[src/rtl/calc_sequencer_if.sv]
// Bundle of the command, calculator and display signals around calc_sequencer.
//   cmd_*   : parser -> sequencer command strobe and payload
//   calc_*  : sequencer <-> calculator start/operands and done/result
//   disp_*  : sequencer <-> LCD driver display registers and req/ack
//   busy, overflow, q_count : sequencer status
// modport slave is the sequencer's view; modport master is the surrounding logic.
interface calc_sequencer_if #(
    parameter int unsigned DEPTH = 4
);
    localparam int unsigned QW = $clog2(DEPTH) + 1;

    logic          cmd_valid;
    logic [7:0]    cmd_op1;
    logic [7:0]    cmd_op2;
    logic [7:0]    cmd_opr;

    logic          calc_start;
    logic [7:0]    calc_a;
    logic [7:0]    calc_b;
    logic [7:0]    calc_opr;
    logic          calc_done;
    logic [7:0]    calc_result;

    logic [7:0]    disp_num1;
    logic [7:0]    disp_num2;
    logic [7:0]    disp_opr;
    logic [7:0]    disp_result;
    logic          disp_err;
    logic          disp_req;
    logic          disp_ack;

    logic          busy;
    logic          overflow;
    logic [QW-1:0] q_count;

    modport slave (
        input  cmd_valid, cmd_op1, cmd_op2, cmd_opr,
        output calc_start, calc_a, calc_b, calc_opr,
        input  calc_done, calc_result,
        output disp_num1, disp_num2, disp_opr, disp_result, disp_err, disp_req,
        input  disp_ack,
        output busy, overflow, q_count
    );

    modport master (
        output cmd_valid, cmd_op1, cmd_op2, cmd_opr,
        input  calc_start, calc_a, calc_b, calc_opr,
        output calc_done, calc_result,
        input  disp_num1, disp_num2, disp_opr, disp_result, disp_err, disp_req,
        output disp_ack,
        input  busy, overflow, q_count
    );
endinterface

[src/rtl/calc_sequencer.sv]
// Sequencer between command parser, calculator and LCD driver.
// Queues parsed commands in a DEPTH-entry FIFO, issues each to the calculator,
// waits for calc_done (bounded by TIMEOUT cycles), then latches the job into
// stable display registers and holds disp_req until the LCD driver acks.
// Ports:
//   clk, rst : clock, asynchronous active-high reset
//   bus      : calc_sequencer_if.slave (command in, calculator, display, status)
module calc_sequencer #(
    parameter int unsigned DEPTH   = 4,
    parameter int unsigned TIMEOUT = 255
) (
    input  logic             clk,
    input  logic             rst,
    calc_sequencer_if.slave  bus
);
    localparam int unsigned AW = $clog2(DEPTH);
    localparam int unsigned QW = AW + 1;
    localparam int unsigned TW = 16;

    typedef struct packed {
        logic [7:0] op1;
        logic [7:0] op2;
        logic [7:0] opr;
    } cmd_t;

    typedef enum logic [1:0] {IDLE, ISSUE, WAIT_CALC, UPDATE} state_t;

    state_t        state;
    state_t        state_nxt;
    cmd_t          fifo_mem [DEPTH];
    logic [AW-1:0] wr_ptr;
    logic [AW-1:0] rd_ptr;
    logic [QW-1:0] count;
    logic [QW-1:0] count_nxt;
    logic [TW-1:0] tmo_cnt;
    logic          full;
    logic          push;
    logic          pop;
    logic          tmo_hit;

    // The head is consumed during the single ISSUE cycle, so a full FIFO can still accept then.
    assign full         = (count == QW'(DEPTH));
    assign pop          = (state == ISSUE);
    assign push         = bus.cmd_valid && (!full || pop);
    assign bus.overflow = bus.cmd_valid && full && !pop;
    assign bus.q_count  = count;

    // Last WAIT_CALC cycle: the counter reaches TIMEOUT at the end of this cycle.
    assign tmo_hit = (tmo_cnt == TW'(TIMEOUT - 1));

    // FIFO occupancy after this cycle's push/pop.
    always_comb begin
        count_nxt = count;
        if (push && !pop) begin
            count_nxt = count + QW'(1);
        end else if (pop && !push) begin
            count_nxt = count - QW'(1);
        end
    end

    // Next-state logic; calc_done wins over a simultaneous timeout.
    always_comb begin
        state_nxt = state;
        case (state)
            IDLE:      if (count != '0) state_nxt = ISSUE;
            ISSUE:     state_nxt = WAIT_CALC;
            WAIT_CALC: if (bus.calc_done || tmo_hit) state_nxt = UPDATE;
            UPDATE:    if (bus.disp_ack) state_nxt = IDLE;
            default:   state_nxt = IDLE;
        endcase
    end

    // FIFO storage; contents need no reset because the pointers define validity.
    always_ff @(posedge clk) begin
        if (push) begin
            fifo_mem[wr_ptr] <= '{op1: bus.cmd_op1, op2: bus.cmd_op2, opr: bus.cmd_opr};
        end
    end

    // State, pointers and all registered outputs.
    always_ff @(posedge clk or posedge rst) begin
        if (rst) begin
            state           <= IDLE;
            wr_ptr          <= '0;
            rd_ptr          <= '0;
            count           <= '0;
            tmo_cnt         <= '0;
            bus.calc_start  <= 1'b0;
            bus.calc_a      <= '0;
            bus.calc_b      <= '0;
            bus.calc_opr    <= '0;
            bus.disp_num1   <= '0;
            bus.disp_num2   <= '0;
            bus.disp_opr    <= '0;
            bus.disp_result <= '0;
            bus.disp_err    <= 1'b0;
            bus.disp_req    <= 1'b0;
            bus.busy        <= 1'b0;
        end else begin
            state <= state_nxt;
            count <= count_nxt;
            if (push) wr_ptr <= wr_ptr + AW'(1);
            if (pop)  rd_ptr <= rd_ptr + AW'(1);

            // Operands are loaded on ISSUE entry and held until the next issue.
            bus.calc_start <= (state_nxt == ISSUE);
            if (state_nxt == ISSUE) begin
                {bus.calc_a, bus.calc_b, bus.calc_opr} <= fifo_mem[rd_ptr];
            end

            tmo_cnt <= (state == WAIT_CALC) ? tmo_cnt + TW'(1) : '0;

            // Display registers change only on UPDATE entry, never while disp_req is high.
            if (state == WAIT_CALC && state_nxt == UPDATE) begin
                bus.disp_num1   <= bus.calc_a;
                bus.disp_num2   <= bus.calc_b;
                bus.disp_opr    <= bus.calc_opr;
                bus.disp_result <= bus.calc_done ? bus.calc_result : 8'h00;
                bus.disp_err    <= !bus.calc_done;
            end

            bus.disp_req <= (state_nxt == UPDATE);
            bus.busy     <= (state_nxt != IDLE) || (count_nxt != '0);
        end
    end
endmodule
[src/flat_wrapper.sv]
// flat-port wrapper written by rule: the top's interface ports become plain ports
module calc_sequencer_flat 
#(
    parameter int unsigned DEPTH   = 4,
    parameter int unsigned TIMEOUT = 255
)
  (clk, rst, bus_cmd_valid, bus_cmd_op1, bus_cmd_op2, bus_cmd_opr, bus_calc_start, bus_calc_a, bus_calc_b, bus_calc_opr, bus_calc_done, bus_calc_result, bus_disp_num1, bus_disp_num2, bus_disp_opr, bus_disp_result, bus_disp_err, bus_disp_req, bus_disp_ack, bus_busy, bus_overflow, bus_q_count);
  calc_sequencer_if #(.DEPTH(DEPTH)) bus_i ();
  input  logic clk;
  input  logic rst;
  input wire logic [$bits(bus_i.cmd_valid)-1:0] bus_cmd_valid;
  input wire logic [$bits(bus_i.cmd_op1)-1:0] bus_cmd_op1;
  input wire logic [$bits(bus_i.cmd_op2)-1:0] bus_cmd_op2;
  input wire logic [$bits(bus_i.cmd_opr)-1:0] bus_cmd_opr;
  output wire logic [$bits(bus_i.calc_start)-1:0] bus_calc_start;
  output wire logic [$bits(bus_i.calc_a)-1:0] bus_calc_a;
  output wire logic [$bits(bus_i.calc_b)-1:0] bus_calc_b;
  output wire logic [$bits(bus_i.calc_opr)-1:0] bus_calc_opr;
  input wire logic [$bits(bus_i.calc_done)-1:0] bus_calc_done;
  input wire logic [$bits(bus_i.calc_result)-1:0] bus_calc_result;
  output wire logic [$bits(bus_i.disp_num1)-1:0] bus_disp_num1;
  output wire logic [$bits(bus_i.disp_num2)-1:0] bus_disp_num2;
  output wire logic [$bits(bus_i.disp_opr)-1:0] bus_disp_opr;
  output wire logic [$bits(bus_i.disp_result)-1:0] bus_disp_result;
  output wire logic [$bits(bus_i.disp_err)-1:0] bus_disp_err;
  output wire logic [$bits(bus_i.disp_req)-1:0] bus_disp_req;
  input wire logic [$bits(bus_i.disp_ack)-1:0] bus_disp_ack;
  output wire logic [$bits(bus_i.busy)-1:0] bus_busy;
  output wire logic [$bits(bus_i.overflow)-1:0] bus_overflow;
  output wire logic [$bits(bus_i.q_count)-1:0] bus_q_count;
  assign bus_i.cmd_valid = bus_cmd_valid;
  assign bus_i.cmd_op1 = bus_cmd_op1;
  assign bus_i.cmd_op2 = bus_cmd_op2;
  assign bus_i.cmd_opr = bus_cmd_opr;
  assign bus_calc_start = bus_i.calc_start;
  assign bus_calc_a = bus_i.calc_a;
  assign bus_calc_b = bus_i.calc_b;
  assign bus_calc_opr = bus_i.calc_opr;
  assign bus_i.calc_done = bus_calc_done;
  assign bus_i.calc_result = bus_calc_result;
  assign bus_disp_num1 = bus_i.disp_num1;
  assign bus_disp_num2 = bus_i.disp_num2;
  assign bus_disp_opr = bus_i.disp_opr;
  assign bus_disp_result = bus_i.disp_result;
  assign bus_disp_err = bus_i.disp_err;
  assign bus_disp_req = bus_i.disp_req;
  assign bus_i.disp_ack = bus_disp_ack;
  assign bus_busy = bus_i.busy;
  assign bus_overflow = bus_i.overflow;
  assign bus_q_count = bus_i.q_count;
  calc_sequencer #(.DEPTH(DEPTH), .TIMEOUT(TIMEOUT)) u_core (.clk(clk), .rst(rst), .bus(bus_i));
endmodule
[config.mk]
export PLATFORM = sky130hd
export DESIGN_NAME = calc_sequencer_flat
export DESIGN_NICKNAME = d
export VERILOG_FILES = /design/src/rtl/calc_sequencer_if.sv /design/src/rtl/calc_sequencer.sv /design/src/flat_wrapper.sv
export SDC_FILE = /design/constraint.sdc
export NUM_CORES = 1
export LEC_CHECK = 0
export ABC_AREA = 1
export CAP_MARGIN = 15
export CORE_ASPECT_RATIO = 1.25
export CORE_MARGIN = 3
export CORE_UTILIZATION = 28
export DETAILED_ROUTE_END_ITERATION = 8
export GPL_ROUTABILITY_DRIVEN = 0
export MAX_ROUTING_LAYER = met4
export PLACE_DENSITY = 0.57
export SETUP_SLACK_MARGIN = 0.1
export SLEW_MARGIN = 40
export SYNTH_ARGS = -nofsm -noshare
export SYNTH_HDL_FRONTEND = slang
export SYNTH_SLANG_ARGS = --single-unit
[constraint.sdc]
create_clock -name clk -period 2.42 [get_ports clk]
set_input_delay 0.242 -clock clk [delete_from_list [all_inputs] [get_ports clk]]
set_output_delay 0.242 -clock clk [all_outputs]
set_load 0.01 [all_outputs]
==> impl_metrics.json, run 1 <==
{
  "grt_pass1_vias": 4569,
  "clock_sinks": 181,
  "hold_viol_final": 0,
  "core_area_um2": 24800,
  "power.leakage_uw": 0.00362,
  "arrival_ns": 1.89,
  "grt_max_degree": 53,
  "reg2reg_from": "u_core.state[1]",
  "min_period_over_period": 0.882,
  "synth_top_area_cell": "edfxtp_1",
  "first_pass_iters": 5,
  "vias": 4751,
  "fp.dieW_um": 149,
  "clock_path_buffers": 2,
  "syn_nets": 692,
  "setup_viol": 0,
  "num_rows": 64,
  "numCtsBuffers": 17,
  "cts_root_buf": "clkbuf_16",
  "dpl.cell_count": 1063,
  "worstReg2RegEnd": "u_core.fifo_mem[3][22]",
  "seq_area_frac_synth": 0.700,
  "syn-cell-area_um2": 7150,
  "drive_gt1_frac": 0.0745,
  "start_util": 0.288,
  "vias_per_cell": 4.34,
  "antenna_found_initial": 0,
  "io_pins": 101,
  "synthFlopType": "edfxtp_1",
  "syn_to_final_growth_pct": 29.1,
  "synth_most_common_cell": "nand2_1",
  "grt_overflow_total": 0,
  "synth_edf_count": 96,
  "wl_per_cell_um": 14.3,
  "htreeDepth": 4,
  "cts_resized": 0,
  "critPathKind": "register to primary output",
  "grt_pass1_wl_mm": 24.9,
  "dpl.hpwl_mm": 10.4,
  "tritoncts": "built",
  "yosys_warnings": 0,
  "worstPathRequired_ns": 2.18,
  "r2r_cells": 6,
  "drc": 0,
  "synthArstFlopShare": 0.470,
  "clk_pin_slew_ns": 0.08,
  "grt_usage": 0.120,
  "yosys-top-cells-count": "nand2_1, edfxtp_1, o21ai_0",
  "rrSetupSlack_ns": 0.54,
  "finClkSkew_ns": 0.0103,
  "holdWs_ns": 0.240,
  "drt.antenna.violating_nets": 0,
  "ctsHoldBuffers": 0,
  "setup_ws_ns": 0.285,
  "ir_drop_uv": 428,
  "ys_top_cells_by_area": "edfxtp_1, dfrtp_1, o21ai_0",
  "n_antenna_cell": 0,
  "timing.fmax_mhz": 468,
  "port_buffers": 100,
  "period_minus_slack_ns": 2.14,
  "synth-seq-cells": 181,
  "cts_setup_buffers": 0,
  "maxSlewHeadroom": 0.593,
  "yosysUniqueCellTypes": 28,
  "synth_cells": 646,
  "die_y_um": 185,
  "drtIter0Drc": 331,
  "worstHoldPathType": "input pin to asynchronous set/reset pin",
  "clk_latency_ns": 0.43,
  "avgSynthCellArea_um2": 11.1,
  "synth_top_area_frac": 0.403,
  "fin_cells": 1095,
  "dp_slack_ns": 0.496,
  "critical_path.max_fanout": 4,
  "worst_pin_slew_ns": 0.609,
  "maxCapViolations": 0,
  "powerDensity_nw_per_um2": 1230,
  "startpoint": "u_core.bus.q_count[0]",
  "crit_path_end_kind": "primary output",
  "totalWireLength_mm": 15.7,
  "finalSetupTns_ns": 0,
  "outcome": "finished clean",
  "rsz0062_at_grt": "no",
  "nNetsFinal": 798,
  "critPathLaunchType": "register",
  "die_area_um2": 27500,
  "drv_slew": 0
}
==> logic make-up after synthesis <==
group           Yosys count  share of synthesized area
simple gates            221                      0.122
flops                   181                      0.700
compound gates          145                      0.109
buf+inv                  87                     0.0497
fa+ha+maj                 9                     0.0157
xor+xnor                  3                    0.00367
==> final cells by class <==
cell class / instances / area (um^2)
Inverter: 61 / 233
Multi-Input combinational cell: 378 / 1800
Clock inverter: 15 / 204
Sequential cell: 181 / 5010
Fill cell: 2443 / 15600
Tap cell: 330 / 413
Timing Repair Buffer: 113 / 1150
Clock buffer: 17 / 425
==> placed cells by master, fill, tap and decap left out <==
cell	synthesis	final
inv_6	0	2
inv_8	0	5
clkdlybuf4s50_1	0	100
inv_12	0	3
edfxtp_1	96	96
o21a_1	1	1
nand3_1	14	14
a21oi_4	1	1
buf_4	0	9
a31oi_1	1	1
o31ai_1	1	1
ha_1	9	9
nor2_1	84	80
o21ai_0	95	95
o211ai_1	1	1
nor3_1	1	1
dfrtp_1	85	85
nor2_2	2	6
nand2_2	2	2
buf_12	0	4
nand4_1	4	4
xor2_1	3	3
or2_2	1	1
clkinv_8	0	5
inv_2	1	1
clkinvlp_4	0	1
o21bai_1	1	1
o21ai_1	10	10
inv_1	60	59
nand2_1	113	113
clkbuf_16	0	17
o22ai_1	24	24
a21oi_1	10	10
==> stage by stage <==
stage          instance area (um^2)   util  total power, uW
2_1_floorplan                  7160      -             6740
3_3_place_gp                   8600  0.347             8600
3_5_place_dp                   8600  0.347             8660
4_1_cts                        9230  0.372            11500
5_1_grt                        9230  0.372            12200
6_report                       9230  0.372            11400
==> power by group <==
part	leakage, uW	switching, uW	total (uW)	internal [uW]
registers	0.00196	403	4550	4150
logic	0.00136	2310	3970	1660
clock network	0.000305	1400	2840	1440
==> critical path: stages (launching register included) <==
cell             delay, ns
dfrtp_1               0.41
inv_1                 0.11
ha_1                  0.19
nand3_1               0.10
nor2_1                0.12
clkdlybuf4s50_1       0.54
==> worst max path at each step <==
stage / to / slack (ns) / cells past startpoint
3_5_place_dp: u_core.fifo_mem[3][0] / 0.50 / 4
2_1_floorplan: u_core.fifo_mem[0][0] / 0.006 / 5
5_1_grt: bus_overflow / 0.16 / 5
3_3_place_gp: u_core.fifo_mem[3][0] / 0.52 / 4
6_report: bus_overflow / 0.28 / 5
4_1_cts: bus_overflow / 0.26 / 5
==> state kept, by name (all words and copies together), names as in the netlist <==
signal / cells
u_core.bus.disp_opr: 8
u_core.fifo_mem: 96
u_core.state: 2
u_core.bus.disp_num2: 8
u_core.bus.calc_opr: 8
u_core.bus.disp_err: 1
u_core.rd_ptr: 2
u_core.tmo_cnt: 16
u_core.bus.calc_b: 8
u_core.bus.disp_num1: 8
u_core.bus.q_count: 3
u_core.bus.disp_req: 1
u_core.bus.calc_a: 8
u_core.bus.busy: 1
u_core.wr_ptr: 2
u_core.bus.disp_result: 8
u_core.bus.calc_start: 1
==> layer usage <==
layer	vias up	share of wire	GRT usage
li1	2390	-	-
met1	2250	0.47	0.155
met2	92	0.47	0.185
met3	19	0.041	0.0303
met4	0	0.014	0.0381
met5	-	0	-
Power figures use the tool's default switching activity.
==> run 2, diff against run 1 <==
Settings changed: CTS_CLUSTER_DIAMETER set to 120, PLACE_DENSITY 0.57 to unset, PLACE_DENSITY_LB_ADDON set to 0.25.
==> run 2 against run 1 <==
Effect of this change: global-route usage grew 0.46 points; largest cell class unchanged; highest routed layer unchanged; count of clock-buffer cells in the layout grew 1; power shrank 0.58%; first-iteration DRC count shrank 2.7%; cell count is essentially flat; clock power shrank 3%; combinational power grew 1%; non-clock buffer count grew 1; flip-flop and latch count is the same.
==> impl_metrics.json, run 2 (same netlist as run 1, synthesis figures left out) <==
{
  "outcome": "finished clean",
  "dpl.hpwl_mm": 10.8,
  "vias": 4708,
  "mostFrequentLayoutCell": "nand2_1",
  "maxSlewHeadroom": 0.619,
  "grt_max_degree": 60,
  "critical_path.max_fanout": 4,
  "power.leakage_uw": 0.00361,
  "setup_viol": 0,
  "drive_gt1_frac": 0.0744,
  "critPathSlowestCell": "clkdlybuf4s50_1",
  "io_pins": 101,
  "port_buffers": 100,
  "min_period_over_period": 0.907,
  "drc": 0,
  "grt_usage": 0.124,
  "dp_slack_ns": 0.493,
  "top_register": "u_core.fifo_mem",
  "timing.fmax_mhz": 456,
  "worstPathRequired_ns": 2.18,
  "htreeDepth": 4,
  "cts_root_buf": "clkbuf_16",
  "ir_drop_uv": 457,
  "reg.largest.list": "u_core.fifo_mem (96), u_core.tmo_cnt (16)",
  "final_util": 0.370,
  "drtIter0Drc": 322,
  "period_minus_slack_ns": 2.20,
  "numCtsBuffers": 17,
  "syn_to_final_growth_pct": 28.5,
  "crit_path_end_kind": "primary output",
  "critPathKind": "register to primary output",
  "n_antenna_cell": 0,
  "clk_pin_slew_ns": 0.07,
  "tritoncts": "built",
  "num_rows": 64,
  "worstHoldPathType": "input pin to asynchronous set/reset pin",
  "core_area_um2": 24800,
  "grt_pass1_vias": 4704,
  "rrSetupSlack_ns": 0.53,
  "rsz0062_at_grt": "no",
  "totalWireLength_mm": 16.2,
  "clock_path_buffers": 2,
  "die_area_um2": 27500,
  "finClkSkew_ns": 0.0112,
  "cp_cell_sequence": "inv_1 -> ha_1 -> nand3_1 -> nor2_1 -> clkdlybuf4s50_1",
  "finalSetupTns_ns": 0,
  "fp.dieW_um": 149,
  "drv_slew": 0,
  "worstReg2RegEnd": "u_core.fifo_mem[0][6]",
  "cts_setup_buffers": 0,
  "clock_sinks": 181,
  "drt.antenna.violating_nets": 0,
  "die_y_um": 185,
  "crit_buf_inv": 2,
  "layout_common_cells": "nand2_1, clkdlybuf4s50_1, edfxtp_1",
  "hold_viol_final": 0,
  "grt_pass1_wl_mm": 25.8,
  "grt_overflow_total": 0,
  "powerDensity_nw_per_um2": 1230,
  "wl_per_cell_um": 14.8,
  "arrival_ns": 1.95,
  "n_fill_cell": 2499,
  "maxCapViolations": 0,
  "vias_per_cell": 4.30,
  "largest_register_ffs": 96,
  "start_util": 0.288,
  "cpLargestDelayFamily": "buffers and inverters",
  "ctsHoldBuffers": 0,
  "clk_latency_ns": 0.43,
  "critPathLaunchType": "register",
  "reg2reg_from": "u_core.bus.q_count[0]",
  "first_pass_iters": 5,
  "critPathMaxStageDelay_ns": 0.56,
  "worst_pin_slew_ns": 0.572,
  "setup_ws_ns": 0.225,
  "antenna_found_initial": 0,
  "nNetsFinal": 799,
  "cts_resized": 0,
  "r2r_cells": 6
}
## run 2: power breakdown
group	total, uW	internal, uW	switching [uW]	leakage [uW]
Clock	2750	1480	1270	0.000284
Combinational	4020	1660	2360	0.00136
Sequential	4520	4150	369	0.00196
Total	11300	7280	4010	0.00361
## run 2: layout make-up
class / instances / area, um^2 / share of cell area
multi-input combinational: 378 / 1800 / 0.196
clock buffer: 18 / 429 / 0.0467
inverter: 61 / 233 / 0.0253
timing repair buffer: 114 / 1160 / 0.126
clock inverter: 14 / 156 / 0.0170
sequential: 181 / 5010 / 0.545
tap: 330 / 413 / 0.0449
## run 2: worst register-to-register path: cells and delay by family (launching register included)
kind / cells / cell delay (ns)
fa+ha+maj: 1 / 0.23
buf+inv: 2 / 0.45
flops: 1 / 0.39
simple gates: 3 / 0.48
## run 2: per-stage QoR
step | instance area, um^2 | total power (uW) | hold slack [ns] | cells
floorplan | 7160 | 6740 | 0.341 | 646
global placement | 8610 | 8680 | 0.456 | 1064
detailed placement | 8610 | 8710 | 0.459 | 1064
CTS | 9200 | 11500 | 0.176 | 1096
global route | 9200 | 12100 | 0.205 | 1096
finish | 9200 | 11300 | 0.171 | 1096
## run 2: worst max-delay path by stage
| stage | cells after the start | to | start |
|---|---|---|---|
| detailed placement | 4 | u_core.fifo_mem[0][1] | bus_cmd_valid |
| CTS | 5 | bus_overflow | u_core.bus.q_count[0] |
| global placement | 4 | u_core.fifo_mem[0][1] | bus_cmd_valid |
| finish | 5 | bus_overflow | u_core.bus.q_count[0] |
| floorplan | 5 | u_core.fifo_mem[0][0] | u_core.bus.q_count[0] |
| global route | 5 | bus_overflow | u_core.bus.q_count[0] |
## run 2: metal layers
metal | global-route usage | up-vias | part of all wire
li1 | - | 2385 | -
met1 | 0.161 | 2211 | 0.47
met2 | 0.197 | 95 | 0.48
met3 | 0.0266 | 17 | 0.033
met4 | 0.0392 | 0 | 0.017
met5 | - | - | 0
==> run 3, diff against run 2 <==
Settings changed: PLACE_DENSITY_LB_ADDON 0.25 to unset, SLEW_MARGIN 40 to 30.
==> run 3 against run 2 <==
Effect of this change: fmax increased by 1.8%; die area unchanged; combinational power decreased by 2%; utilization about the same; first-iteration DRC count increased by 23%; hold slack improved by 0.088 ns; setup slack improved by 0.038 ns; sequential power about the same; non-clock buffer count decreased by 2; cell count unchanged; design area increased by 0.12%; critical path type unchanged; critical endpoint unchanged.
==> impl_metrics.json, run 3 (same netlist as run 1, synthesis figures left out) <==
{
  "drv_slew": 0,
  "powerDensity_nw_per_um2": 1240,
  "power.total_uw": 11400,
  "maxSlewHeadroom": 0.483,
  "vias": 4843,
  "worstHoldPathType": "input pin to asynchronous set/reset pin",
  "worstReg2RegEnd": "u_core.fifo_mem[2][8]",
  "worst_pin_slew_ns": 0.775,
  "setup_viol": 0,
  "numCtsBuffers": 17,
  "first_pass_iters": 4,
  "timing.fmax_mhz": 464,
  "start_util": 0.288,
  "combPwrFrac": 0.347,
  "largest_register_ffs": 96,
  "drt.antenna.violating_nets": 0,
  "cts_resized": 0,
  "grt_pass1_vias": 4801,
  "endpoint": "bus_overflow",
  "rrSetupSlack_ns": 0.52,
  "arrival_ns": 1.91,
  "tritoncts": "built",
  "clock_sinks": 181,
  "critPathKind": "register to primary output",
  "reg2reg_from": "u_core.state[1]",
  "crit_path_end_kind": "primary output",
  "top_register": "u_core.fifo_mem",
  "dpl.hpwl_mm": 10.4,
  "grt_pass1_wl_mm": 25.7,
  "nNetsFinal": 797,
  "outcome": "finished clean",
  "ir_drop_uv": 459,
  "p_int_uw": 7290,
  "htreeDepth": 4,
  "port_buffers": 100,
  "finClkSkew_ns": 0.0122,
  "drc": 0,
  "switching_share": 0.360,
  "mostFrequentLayoutCell": "nand2_1",
  "grt_overflow_total": 0,
  "grt_max_degree": 86,
  "clock_path_buffers": 2,
  "final_util": 0.371,
  "ctsHoldBuffers": 0,
  "totalWireLength_mm": 16.0,
  "n_fill_cell": 2463,
  "clk_pin_slew_ns": 0.08,
  "antenna_found_initial": 2,
  "fp.dieW_um": 149,
  "clk_latency_ns": 0.44,
  "hold_viol_final": 0,
  "die_y_um": 185,
  "r2r_cells": 6,
  "cts_root_buf": "clkbuf_16",
  "critPathLaunchType": "register",
  "power.leakage_uw": 0.00361,
  "power_frac_seq": 0.397,
  "die_area_um2": 27500,
  "vias_per_cell": 4.42,
  "maxCapViolations": 0,
  "period_minus_slack_ns": 2.16,
  "cts_setup_buffers": 0,
  "io_pins": 101,
  "switchingPower_uw": 4090,
  "drtIter0Drc": 397,
  "critical_path.max_fanout": 4,
  "layout_common_cells": "nand2_1, clkdlybuf4s50_1, edfxtp_1",
  "syn_to_final_growth_pct": 28.7,
  "rsz0062_at_grt": "no",
  "grt_usage": 0.123,
  "worstPathRequired_ns": 2.18,
  "wl_per_cell_um": 14.6,
  "reg.largest.list": "u_core.fifo_mem (96), u_core.tmo_cnt (16)",
  "startpoint": "u_core.bus.q_count[0]",
  "core_area_um2": 24800,
  "min_period_over_period": 0.891,
  "finalSetupTns_ns": 0,
  "power_frac_clock": 0.256,
  "drive_gt1_frac": 0.0733,
  "num_rows": 64
}
[run 3: cell types whose count changed in the layout (fill, tap and decap cells not counted), sizes merged]
cell,delta
diode,+2
clkinv,+5
buf,-2
inv,-3
clkbuf,-1
clkinvlp,-1
[run 3: worst max-delay path, stage by stage (launching register included)]
cell             delay [ns]
dfrtp_1                0.40
inv_1                  0.11
ha_1                   0.20
nand3_1                0.11
nor2_1                 0.12
clkdlybuf4s50_1        0.54
[run 3: layout make-up]
class                   instances  area (um^2)  area share
inverters                      61          233      0.0253
diodes                          2         5.00    0.000544
clock buffers                  17          425      0.0462
repair buffers                112         1100       0.120
well taps                     330          413      0.0448
flip-flops and latches        181         5010       0.544
clock inverters                15          219      0.0238
multi-input cells             378         1800       0.195
[run 3: worst min-delay path by stage]
stage                                      endpoint  cells after the start                       from
after floorplan               u_core.fifo_mem[0][0]                      0             bus_cmd_opr[0]
after global placement    u_core.bus.disp_result[5]                      2  u_core.bus.disp_result[5]
after detailed placement  u_core.bus.disp_result[5]                      2  u_core.bus.disp_result[5]
after CTS                      u_core.bus.calc_a[0]                      3                        rst
after global routing           u_core.bus.calc_a[3]                      3                        rst
final                        u_core.bus.disp_opr[0]                      3                        rst
[run 3: per-layer routing]
metal | wire [um] | share of wire | global-route usage | vias to the layer above
met5 | 0 | 0 | - | -
met4 | 229 | 0.014 | 0.0418 | 0
met3 | 751 | 0.047 | 0.0293 | 14
met2 | 7760 | 0.49 | 0.195 | 103
met1 | 7230 | 0.45 | 0.155 | 2332
li1 | - | - | - | 2394
[run 3: through the flow]
stage	worst slack [ns]	std cells	cell area [um^2]	hold WS, ns
finish	0.263	1096	9210	0.259
global route	0.108	1096	9210	0.325
CTS	0.227	1094	9200	0.304
detailed placement	0.519	1062	8560	0.458
global placement	0.545	1062	8560	0.455
floorplan	0.00621	646	7160	0.341
[run 3: power groups by stage]
stage,registers [uW],logic [uW],clock network [uW]
final,4520,3950,2910
after global placement,4570,3960,0
after global routing,4640,4440,3110
after CTS,4530,4020,2990
after floorplan,4770,1970,0
after detailed placement,4590,4010,0
